[config.mk]
export PLATFORM = sky130hd
export DESIGN_NAME = ps2_key_tracker
export DESIGN_NICKNAME = d
export VERILOG_FILES = /design/src/rtl/ps2_pkg.sv /design/src/rtl/ps2_frame_rx.sv /design/src/rtl/ps2_key_tracker.sv
export SDC_FILE = /design/constraint.sdc
export NUM_CORES = 1
export LEC_CHECK = 0
export ABC_CLOCK_PERIOD_IN_PS = 4400
export CAP_MARGIN = 20
export CORE_MARGIN = 4
export CORE_UTILIZATION = 41
export DETAILED_ROUTE_END_ITERATION = 10
export SLEW_MARGIN = 30
export SYNTH_ARGS = -nofsm -noshare
export SYNTH_HDL_FRONTEND = slang
export SYNTH_SLANG_ARGS = --single-unit
[constraint.sdc]
create_clock -name CLOCK_50 -period 4.4 [get_ports CLOCK_50]
set_clock_uncertainty 0.05 [all_clocks]
set_input_delay 0.88 -clock CLOCK_50 [delete_from_list [all_inputs] [get_ports CLOCK_50]]
set_output_delay 0.88 -clock CLOCK_50 [all_outputs]
set_load 0.02 [all_outputs]
[src/rtl/ps2_pkg.sv]
// rtl/ps2_pkg.sv - shared PS/2 constants, decoder states and frame check helper
package ps2_pkg;

  localparam logic [7:0] PS2_EXT        = 8'hE0;
  localparam logic [7:0] PS2_BRK        = 8'hF0;
  localparam int         PS2_FRAME_BITS = 11;

  typedef enum logic [1:0] {
    ST_BASE,
    ST_EXT,
    ST_BRK,
    ST_EXT_BRK
  } dec_state_e;

  typedef logic [8:0] key_t;

  // Frame is {stop, parity, data[7:0], start}; data plus parity must hold an odd count of ones.
  function automatic logic frame_ok(input logic [10:0] f);
    return (f[0] == 1'b0) && f[10] && (^f[9:1]);
  endfunction

endpackage

[src/rtl/ps2_frame_rx.sv]
// rtl/ps2_frame_rx.sv - PS/2 line synchroniser, falling-edge sampler, frame checker and timeout
module ps2_frame_rx
  import ps2_pkg::*;
#(
  parameter int TIMEOUT_CYCLES = 50000,
  parameter int SYNC_STAGES    = 2
) (
  input  logic       clk_i,
  input  logic       rst_ni,
  input  logic       ps2_clk_i,
  input  logic       ps2_dat_i,
  output logic [7:0] byte_o,
  output logic       byte_valid_o,
  output logic       frame_err_o
);

  localparam int TW = $clog2(TIMEOUT_CYCLES + 1);

  logic [SYNC_STAGES-1:0] clk_sync_q;
  logic [SYNC_STAGES-1:0] dat_sync_q;
  logic                   clk_prev_q;
  logic [3:0]             bit_cnt_q, bit_cnt_d;
  logic [9:0]             shift_q, shift_d;
  logic [TW-1:0]          to_cnt_q, to_cnt_d;

  logic clk_s, dat_s, fall;

  assign clk_s  = clk_sync_q[SYNC_STAGES-1];
  assign dat_s  = dat_sync_q[SYNC_STAGES-1];
  assign fall   = clk_prev_q & ~clk_s;
  assign byte_o = shift_q[8:1];

  always_ff @(posedge clk_i or negedge rst_ni) begin
    if (!rst_ni) begin
      clk_sync_q <= '1;
      dat_sync_q <= '1;
      clk_prev_q <= 1'b1;
      bit_cnt_q  <= '0;
      shift_q    <= '0;
      to_cnt_q   <= '0;
    end else begin
      clk_sync_q <= {clk_sync_q[SYNC_STAGES-2:0], ps2_clk_i};
      dat_sync_q <= {dat_sync_q[SYNC_STAGES-2:0], ps2_dat_i};
      clk_prev_q <= clk_s;
      bit_cnt_q  <= bit_cnt_d;
      shift_q    <= shift_d;
      to_cnt_q   <= to_cnt_d;
    end
  end

  // The stop bit is checked straight off the line so the verdict lands in the edge cycle.
  always_comb begin
    bit_cnt_d    = bit_cnt_q;
    shift_d      = shift_q;
    to_cnt_d     = to_cnt_q;
    byte_valid_o = 1'b0;
    frame_err_o  = 1'b0;
    if (fall) begin
      to_cnt_d = '0;
      if (bit_cnt_q == 4'(PS2_FRAME_BITS - 1)) begin
        bit_cnt_d = '0;
        if (frame_ok({dat_s, shift_q})) byte_valid_o = 1'b1;
        else                            frame_err_o  = 1'b1;
      end else begin
        shift_d[bit_cnt_q] = dat_s;
        bit_cnt_d          = bit_cnt_q + 4'd1;
      end
    end else if (bit_cnt_q != 4'd0) begin
      if (to_cnt_q == TW'(TIMEOUT_CYCLES - 1)) begin
        to_cnt_d    = '0;
        bit_cnt_d   = '0;
        frame_err_o = 1'b1;
      end else begin
        to_cnt_d = to_cnt_q + 1'b1;
      end
    end
  end

endmodule

[src/rtl/ps2_key_tracker.sv]
// rtl/ps2_key_tracker.sv - PS/2 scancode decoder with an ordered table of currently held keys
module ps2_key_tracker
  import ps2_pkg::*;
#(
  parameter int N_KEYS         = 4,
  parameter int TIMEOUT_CYCLES = 50000,
  parameter int SYNC_STAGES    = 2
) (
  input  logic                          CLOCK_50,
  input  logic                          resetN,
  input  logic                          PS2_CLK,
  input  logic                          PS2_DAT,
  input  logic [8:0]                    query_code,
  output logic                          query_held,
  output logic                          evt_valid,
  output logic [7:0]                    evt_code,
  output logic                          evt_ext,
  output logic                          evt_break,
  output logic                          evt_repeat,
  output logic                          frame_err,
  output logic                          overflow,
  output logic [$clog2(N_KEYS+1)-1:0]   held_count,
  output logic [9*N_KEYS-1:0]           held_table
);

  localparam int CW = $clog2(N_KEYS + 1);

  logic [7:0] rx_byte;
  logic       rx_valid, rx_err;

  ps2_frame_rx #(
    .TIMEOUT_CYCLES(TIMEOUT_CYCLES),
    .SYNC_STAGES   (SYNC_STAGES)
  ) u_rx (
    .clk_i       (CLOCK_50),
    .rst_ni      (resetN),
    .ps2_clk_i   (PS2_CLK),
    .ps2_dat_i   (PS2_DAT),
    .byte_o      (rx_byte),
    .byte_valid_o(rx_valid),
    .frame_err_o (rx_err)
  );

  dec_state_e    state_q, state_d;
  key_t          tbl_q [N_KEYS];
  key_t          tbl_d [N_KEYS];
  logic [CW-1:0] cnt_q, cnt_d;
  logic          evt_valid_q, evt_valid_d;
  logic [7:0]    evt_code_q, evt_code_d;
  logic          evt_ext_q, evt_ext_d;
  logic          evt_break_q, evt_break_d;
  logic          evt_repeat_q, evt_repeat_d;
  logic          frame_err_q, frame_err_d;
  logic          overflow_q, overflow_d;

  key_t          key;
  logic          is_ext, is_break;
  logic          hit;
  logic [CW-1:0] hit_idx;

  assign is_ext   = (state_q == ST_EXT) || (state_q == ST_EXT_BRK);
  assign is_break = (state_q == ST_BRK) || (state_q == ST_EXT_BRK);
  assign key      = {is_ext, rx_byte};

  always_comb begin
    hit     = 1'b0;
    hit_idx = '0;
    for (int i = 0; i < N_KEYS; i++) begin
      if (!hit && (CW'(i) < cnt_q) && (tbl_q[i] == key)) begin
        hit     = 1'b1;
        hit_idx = CW'(i);
      end
    end
  end

  always_comb begin
    query_held = 1'b0;
    for (int i = 0; i < N_KEYS; i++) begin
      if ((CW'(i) < cnt_q) && (tbl_q[i] == query_code)) query_held = 1'b1;
    end
  end

  always_comb begin
    for (int i = 0; i < N_KEYS; i++) held_table[9*i +: 9] = tbl_q[i];
  end

  always_comb begin
    state_d      = state_q;
    tbl_d        = tbl_q;
    cnt_d        = cnt_q;
    evt_valid_d  = 1'b0;
    evt_code_d   = evt_code_q;
    evt_ext_d    = evt_ext_q;
    evt_break_d  = evt_break_q;
    evt_repeat_d = evt_repeat_q;
    frame_err_d  = 1'b0;
    overflow_d   = 1'b0;
    if (rx_err) begin
      frame_err_d = 1'b1;
      state_d     = ST_BASE;
    end else if (rx_valid) begin
      if (rx_byte == 8'h00 || rx_byte == 8'hFF) begin
        frame_err_d = 1'b1;
        state_d     = ST_BASE;
      end else if (rx_byte == PS2_EXT) begin
        // A second E0, or E0 after F0, is a broken prefix: start over quietly.
        state_d = (state_q == ST_BASE) ? ST_EXT : ST_BASE;
      end else if (rx_byte == PS2_BRK && state_q == ST_BASE) begin
        state_d = ST_BRK;
      end else if (rx_byte == PS2_BRK && state_q == ST_EXT) begin
        state_d = ST_EXT_BRK;
      end else begin
        state_d      = ST_BASE;
        evt_valid_d  = 1'b1;
        evt_code_d   = rx_byte;
        evt_ext_d    = is_ext;
        evt_break_d  = is_break;
        evt_repeat_d = !is_break && hit;
        if (is_break) begin
          if (hit) begin
            for (int i = 0; i < N_KEYS - 1; i++) begin
              if (CW'(i) >= hit_idx) tbl_d[i] = tbl_q[i+1];
            end
            tbl_d[N_KEYS-1] = '0;
            cnt_d           = cnt_q - 1'b1;
          end
        end else if (!hit) begin
          if (cnt_q < CW'(N_KEYS)) begin
            for (int i = 0; i < N_KEYS; i++) begin
              if (CW'(i) == cnt_q) tbl_d[i] = key;
            end
            cnt_d = cnt_q + 1'b1;
          end else begin
            overflow_d = 1'b1;
          end
        end
      end
    end
  end

  always_ff @(posedge CLOCK_50 or negedge resetN) begin
    if (!resetN) begin
      state_q      <= ST_BASE;
      for (int i = 0; i < N_KEYS; i++) tbl_q[i] <= '0;
      cnt_q        <= '0;
      evt_valid_q  <= 1'b0;
      evt_code_q   <= '0;
      evt_ext_q    <= 1'b0;
      evt_break_q  <= 1'b0;
      evt_repeat_q <= 1'b0;
      frame_err_q  <= 1'b0;
      overflow_q   <= 1'b0;
    end else begin
      state_q      <= state_d;
      for (int i = 0; i < N_KEYS; i++) tbl_q[i] <= tbl_d[i];
      cnt_q        <= cnt_d;
      evt_valid_q  <= evt_valid_d;
      evt_code_q   <= evt_code_d;
      evt_ext_q    <= evt_ext_d;
      evt_break_q  <= evt_break_d;
      evt_repeat_q <= evt_repeat_d;
      frame_err_q  <= frame_err_d;
      overflow_q   <= overflow_d;
    end
  end

  assign evt_valid  = evt_valid_q;
  assign evt_code   = evt_code_q;
  assign evt_ext    = evt_ext_q;
  assign evt_break  = evt_break_q;
  assign evt_repeat = evt_repeat_q;
  assign frame_err  = frame_err_q;
  assign overflow   = overflow_q;
  assign held_count = cnt_q;

endmodule

==> reports/metrics.csv, run 1 <==
metric,value,unit
status,finished clean,
unrepaired setup endpoints after global routing,false,
"Clk pin slew, worst setup/hold paths",60,ps
"most used cell, CP",clkdlybuf4s50_1,
final setup violation count,0,
mapped cell area,5450,um^2
CP cell instances,clkdlybuf4s50_1 -> xnor2_1 -> nand4_1 -> nor4_1 -> a31oi_1 -> o211ai_1 -> clkdlybuf4s50_1,
syn nets,602,
asr flop ratio synth,100,%
Post-Synth Adder-Cell Area,3.45,%
most frequent cells in the layout,"nand2_1 (98), dfrtp_1 (85), clkdlybuf4s50_1 (65)",
post-synthesis compound-gate area fraction,9.19,%
xor/xnor share of the synthesized area,13.1,%
setup_tns,0,ps
H-tree Lvls,3,
Hold Crit Class,reg -> reg,
Overall Global Routing Usage,19.2,%
GR Util met3,3.93,%
DIE HEIGHT,123,um
Fmax achieved,0.264,GHz
met2 Use GR,29.5,%
Synth Instances,574,
# rows,41,
Max Cap Viol,0,
Placeable Area,12800,um^2
Starting Density,42.5,%
Max stage delay on crit path,640,ps
CTS Buffer Depth,2,
via/cell ratio,5.31,
Vias,4274,
M1 GR Usage,27.0,%
Max transition margin,51.9,%
worst-path maximum fanout,4,
vias in the first global route,4264,
Die Width,123,um
syn avg cell area,9.49,um^2
sequential-to-total area share from yosys stat,41.5,%
Leak,2.94,nW
Die Area,15200,um^2
clk root buf,clkbuf_16,
worst hold margin,307,ps
CTS tree,done,
largest family of logic cells by synthesized area,simple AND/OR/NAND/NOR gates,
CP Buf/Inv Count,2,
num ports,67,
Final Critical Period,3790,ps
"Cell Area, Placed",6230,um^2
CP Data Required Time,3470,ps
Synth warnings,0,
antenna cells,0,
Nets,656,
max-slew violations,0,
Crit Path Category,in -> out,
"flops & latches, synth",90,
Worst setup SP type,primary input,
RePlAce Congestion,0.880,
pre-CTS setup slack,595,ps
Hold Buf Count CTS,0,
fillers,1167,
Final Hold Viols,0,
Post-synth EDFFs,0,
"Distinct cells, synth",51,
"antenna viol nets, final",0,
largest net degree at the start of global routing,69,
Top Usage Layer GRT,met2,
final worst path period share,86.2,%
initial antenna violation count,0,
grt total ovfl,0,
Max VDD drop,0.306,mV
Setup WS post-layout,607,ps
Worst Setup End Kind,output port,
Starting DRT DRC Count,325,
critical path's slowest cell,clkdlybuf4s50_1,
CTS Buf Count,9,
WL final,13.7,mm
first-pass GRT wire length,22.7,mm
"Top FF cell, synth",dfrtp_1,
clk sinks,90,
"most common cell after layout, fill and taps aside",nand2_1,
simple-gate share of the synthesized area,19.5,%
Skew-Pair Late Insertion Delay,350,ps
Slew @ Worst Pin,716,ps
routed len/inst,17.1,um
Residual DRC,0,
TritonRoute pass-1 iters,5,
"delay-heaviest family, CP",buffers and inverters,
port buffer count,66,
CTS resizes,0,
PwrDens,403,nW/um^2
area grow syn2layout,20.1,%
WP data arrival,2860,ps
post-CTS setup buffers,0,
layout cells sized above 1,11.2,%
HPWL Detailed,10.0,mm
mux cell area share after synthesis,9.67,%
"Design Area, Final",6550,um^2
==> sequential cells by signal, indices dropped and copies added, names as in the netlist <==
register	cells
held_table	36
u_rx.shift_q	10
u_rx.clk_prev_q	1
evt_repeat	1
evt_valid	1
state_q	2
evt_break	1
u_rx.bit_cnt_q	4
u_rx.clk_sync_q	2
u_rx.to_cnt_q	16
frame_err	1
overflow	1
held_count	3
u_rx.dat_sync_q	2
evt_ext	1
evt_code	8
==> cell type report <==
class	count	area (um^2)	area share (%)
clock buffers	12	267	4.07
clock inverters	4	48.8	0.746
inverters	22	82.6	1.26
multi-input cells	436	2990	45.7
flip-flops and latches	90	2260	34.5
well taps	172	215	3.29
repair buffers	69	684	10.5
==> power breakdown <==
| group | internal [mW] | total [mW] | switching, mW |
|---|---|---|---|
| Clock | 0.486 | 0.811 | 0.325 |
| Sequential | 0.904 | 1.07 | 0.162 |
| Combinational | 0.338 | 0.762 | 0.423 |
| Total | 1.73 | 2.64 | 0.910 |
==> stage by stage <==
stage	power, mW	util [%]	cells
finish	2.64	51.0	805
floorplan	1.64	-	574
detailed placement	1.83	48.5	789
global placement	1.81	48.5	789
global route	2.80	51.0	805
CTS	2.66	51.0	805
==> cell families after synthesis <==
family,count (synthesis)
simple gates,213
flops,90
compound gates,80
xor+xnor,80
buf+inv,48
mux,48
fa+ha+maj,15
==> synth_stat cells (2+ instances only) <==
| cell | number | area, um^2 |
|---|---|---|
| a21o_1 | 4 | 30.0 |
| a21oi_1 | 12 | 60.1 |
| a21oi_4 | 2 | 32.5 |
| a22o_1 | 2 | 17.5 |
| a31oi_1 | 4 | 25.0 |
| and2_1 | 5 | 31.3 |
| and3_1 | 9 | 56.3 |
| buf_2 | 10 | 50.1 |
| clkbuf_1 | 15 | 56.3 |
| dfrtp_1 | 85 | 2130 |
| dfstp_2 | 5 | 131 |
| ha_1 | 15 | 188 |
| inv_1 | 22 | 82.6 |
| mux2_1 | 2 | 22.5 |
| mux2_2 | 35 | 394 |
| mux2i_1 | 11 | 110 |
| nand2_1 | 98 | 368 |
| nand2b_1 | 12 | 75.1 |
| nand3_1 | 16 | 80.1 |
| nand3b_1 | 3 | 22.5 |
| nand4_1 | 15 | 93.8 |
| nor2_1 | 16 | 60.1 |
| nor2b_1 | 6 | 37.5 |
| nor3_1 | 8 | 40.0 |
| nor4_1 | 10 | 62.6 |
| o211ai_1 | 2 | 15.0 |
| o21ai_0 | 38 | 190 |
| o22ai_1 | 2 | 12.5 |
| o31ai_1 | 8 | 60.1 |
| or2_2 | 2 | 12.5 |
| or4_1 | 3 | 22.5 |
| xnor2_1 | 40 | 350 |
| xor2_1 | 39 | 342 |
==> worst reg2reg max path, delay by kind of cell, from the launching register on <==
| family | cells | cell delay [ps] |
|---|---|---|
| buffers and inverters | 1 | 130 |
| muxes | 2 | 550 |
| and+or+nand+nor | 2 | 610 |
| xor gates and xnor gates | 2 | 590 |
| adders and majority gates | 1 | 320 |
| AOI/OAI and AO/OA | 1 | 590 |
| DFF | 1 | 600 |
==> metal layers <==
layer / routed length [um] / part of all wire (%)
met2: 6470 / 47
met5: 0 / 0
met1: 6460 / 47
met3: 578 / 4.2
met4: 230 / 1.7
==> worst paths after layout <==
| kind | startpoint | endpoint | slack (ps) | cells after the start |
|---|---|---|---|---|
| worst max register to register | u_rx.shift_q[3] | held_table[16] | 850 | 9 |
| worst min register to register | u_rx.clk_sync_q[0] | u_rx.clk_sync_q[1] | 310 | 0 |
| worst min-delay path | u_rx.clk_sync_q[0] | u_rx.clk_sync_q[1] | 310 | 0 |
| worst max-delay path | query_code[1] | query_held | 610 | 7 |
| max in group asynchronous | resetN | held_table[35] | 3090 | 2 |
| min in group asynchronous | resetN | u_rx.to_cnt_q[11] | 460 | 1 |
Power figures use the tool's default switching activity.
==> run 2, diff against run 1 <==
ABC_CLOCK_PERIOD_IN_PS = 3300   (was 4400)
CORE_MARGIN = 1.5   (was 4)
clock period = 3.3 ns   (was 4.4 ns; I/O delays follow)
==> run 2 against run 1 <==
Against the previous run: critical endpoint is now held_table[2]; non-clock buffer count increased by 21; utilization increased by 1.5 points; register-to-register slack got worse by 640 ps; die area decreased by 7.9%; sequential power increased by 22%; critical path depth increased by 2; total power increased by 35%; sequential share of layout area decreased by 0.87 points; flip-flop and latch count unchanged.
==> reports/metrics.csv, run 2 (synthesized netlist as in run 1, its figures left out) <==
metric,value,unit,change
Slew @ Worst Pin,686,ps,was 716 ps
status,finished clean,,unchanged
Final Hold Viols,0,,unchanged
routed len/inst,16.8,um,was 17.1 um
Max VDD drop,0.289,mV,was 0.306 mV
port buffer count,66,,unchanged
Max transition margin,53.8,%,was 51.9%
antenna cells,0,,unchanged
pre-CTS setup slack,-59.9,ps,was 595 ps
grt total ovfl,0,,unchanged
H-tree Lvls,3,,unchanged
Worst setup SP type,register,,was primary input
worst hold margin,251,ps,was 307 ps
"most common cell after layout, fill and taps aside",nand2_1,,unchanged
worst-path maximum fanout,9,,was 4
final worst path period share,93.6,%,
TritonRoute pass-1 iters,4,,was 5
num ports,67,,unchanged
CTS Buffer Depth,2,,unchanged
final setup violation count,0,,unchanged
unrepaired setup endpoints after global routing,false,,unchanged
setup_tns,0,ps,unchanged
largest net degree at the start of global routing,50,,was 69
initial antenna violation count,0,,unchanged
WL final,13.9,mm,was 13.7 mm
clk root buf,clkbuf_16,,unchanged
most frequent cells in the layout,"nand2_1 (98), dfrtp_1 (85), clkdlybuf4s50_1 (64)",,"was nand2_1 (98), dfrtp_1 (85), clkdlybuf4s50_1 (65)"
CTS Buf Count,9,,unchanged
first-pass GRT wire length,23.1,mm,was 22.7 mm
Overall Global Routing Usage,20.7,%,was 19.2%
Starting DRT DRC Count,197,,was 325
"antenna viol nets, final",0,,unchanged
area grow syn2layout,23.3,%,was 20.1%
HPWL Detailed,10.3,mm,was 10.0 mm
Vias,4315,,was 4274
clk sinks,90,,unchanged
Skew-Pair Late Insertion Delay,350,ps,about the same
Crit Path Category,reg -> reg,,was in -> out
vias in the first global route,4344,,was 4264
Final Critical Period,3090,ps,
# rows,41,,unchanged
Worst Setup End Kind,register,,was output port
WP data arrival,3270,ps,was 2860 ps
"Clk pin slew, worst setup/hold paths",70,ps,was 60 ps
CP Data Required Time,3480,ps,was 3470 ps
Die Area,14000,um^2,was 15200 um^2
CTS tree,done,,unchanged
max-slew violations,0,,unchanged
Placeable Area,12800,um^2,about the same
Max Cap Viol,0,,unchanged
Fmax achieved,0.324,GHz,
DIE HEIGHT,118,um,was 123 um
Starting Density,42.6,%,was 42.5%
PwrDens,531,nW/um^2,was 403 nW/um^2
layout cells sized above 1,13.9,%,was 11.2%
Residual DRC,0,,unchanged
via/cell ratio,5.22,,was 5.31
Nets,677,,was 656
Hold Crit Class,in -> async,,was reg -> reg
"Design Area, Final",6720,um^2,was 6550 um^2
RePlAce Congestion,0.862,,was 0.880
Setup WS post-layout,211,ps,was 607 ps
"Cell Area, Placed",6410,um^2,was 6230 um^2
Die Width,118,um,was 123 um
max reg flops,36,,unchanged
Leak,3.04,nW,was 2.94 nW
==> run 2: changes by cell type in the layout (fill, tap and decap cells not counted), sizes merged <==
cell,previous run,this run
dlygate4sd2,0,1
clkinvlp,0,1
buf,4,25
clkdlybuf4s50,65,64
clkinv,3,2
==> run 2: through the flow <==
| stage | instances | util [%] | power, mW |
|---|---|---|---|
| after floorplan | 574 | - | 2.19 |
| after global placement | 810 | 50.2 | 2.49 |
| after detailed placement | 810 | 50.2 | 2.52 |
| after CTS | 826 | 52.6 | 3.59 |
| after global routing | 826 | 52.6 | 3.79 |
| final | 826 | 52.6 | 3.56 |
==> run 2: worst paths after layout <==
| path | start | endpoint | slack [ps] | cells past startpoint |
|---|---|---|---|---|
| min in group CLOCK_50 | u_rx.clk_sync_q[0] | u_rx.clk_sync_q[1] | 310 | 0 |
| max in group asynchronous | resetN | u_rx.dat_sync_q[1] | 2250 | 2 |
| hold reg to reg | u_rx.clk_sync_q[0] | u_rx.clk_sync_q[1] | 310 | 0 |
| setup / recovery | u_rx.shift_q[3] | held_table[2] | 210 | 9 |
| hold / removal | resetN | u_rx.to_cnt_q[9] | 250 | 1 |
| setup reg to reg | u_rx.shift_q[3] | held_table[2] | 210 | 9 |
==> run 2: what timing repair did <==
action / 4_1_cts / 5_1_grt
pin swaps: 0 / 1
setup endpoints to repair: 1 / 5
setup buffers: 0 / 0
hold buffers: 0 / 0
endpoints found under the hold margin: 0 / 0
resized for setup: 1 / 0
==> run 2: worst max-delay path: stages, from the launching register on <==
cell and delay [ps]:
dfrtp_1 360, inv_1 70, ha_1 280, xnor3_1 400
xnor2_1 160, nor3b_2 300, and2_1 200, nand4_1 280
a21oi_4 480, mux2_2 390
==> run 2: power by group <==
group | switching, mW | internal [mW] | leakage, nW
clock network | 0.427 | 0.628 | 0.149
logic | 0.683 | 0.511 | 1.67
registers | 0.108 | 1.21 | 1.22
total | 1.22 | 2.35 | 3.04
==> run 2: area by class of cell <==
cell class                 count  area (um^2)
timing repair buffer          90          862
fill                        1164         6060
sequential                    90         2260
clock inverter                 4         51.3
inverter                      22         82.6
tap                          172          215
clock buffer                  12          256
multi-input combinational    436         2990
==> run 2: metal layers <==
layer	routed length [um]	share of wire, %	up-vias	global-route usage [%]
met1	6560	47	2134	27.5
met4	128	0.92	0	3.66
li1	-	-	2113	-
met3	395	2.8	8	4.73
met5	0	0	-	0
met2	6800	49	60	34.7
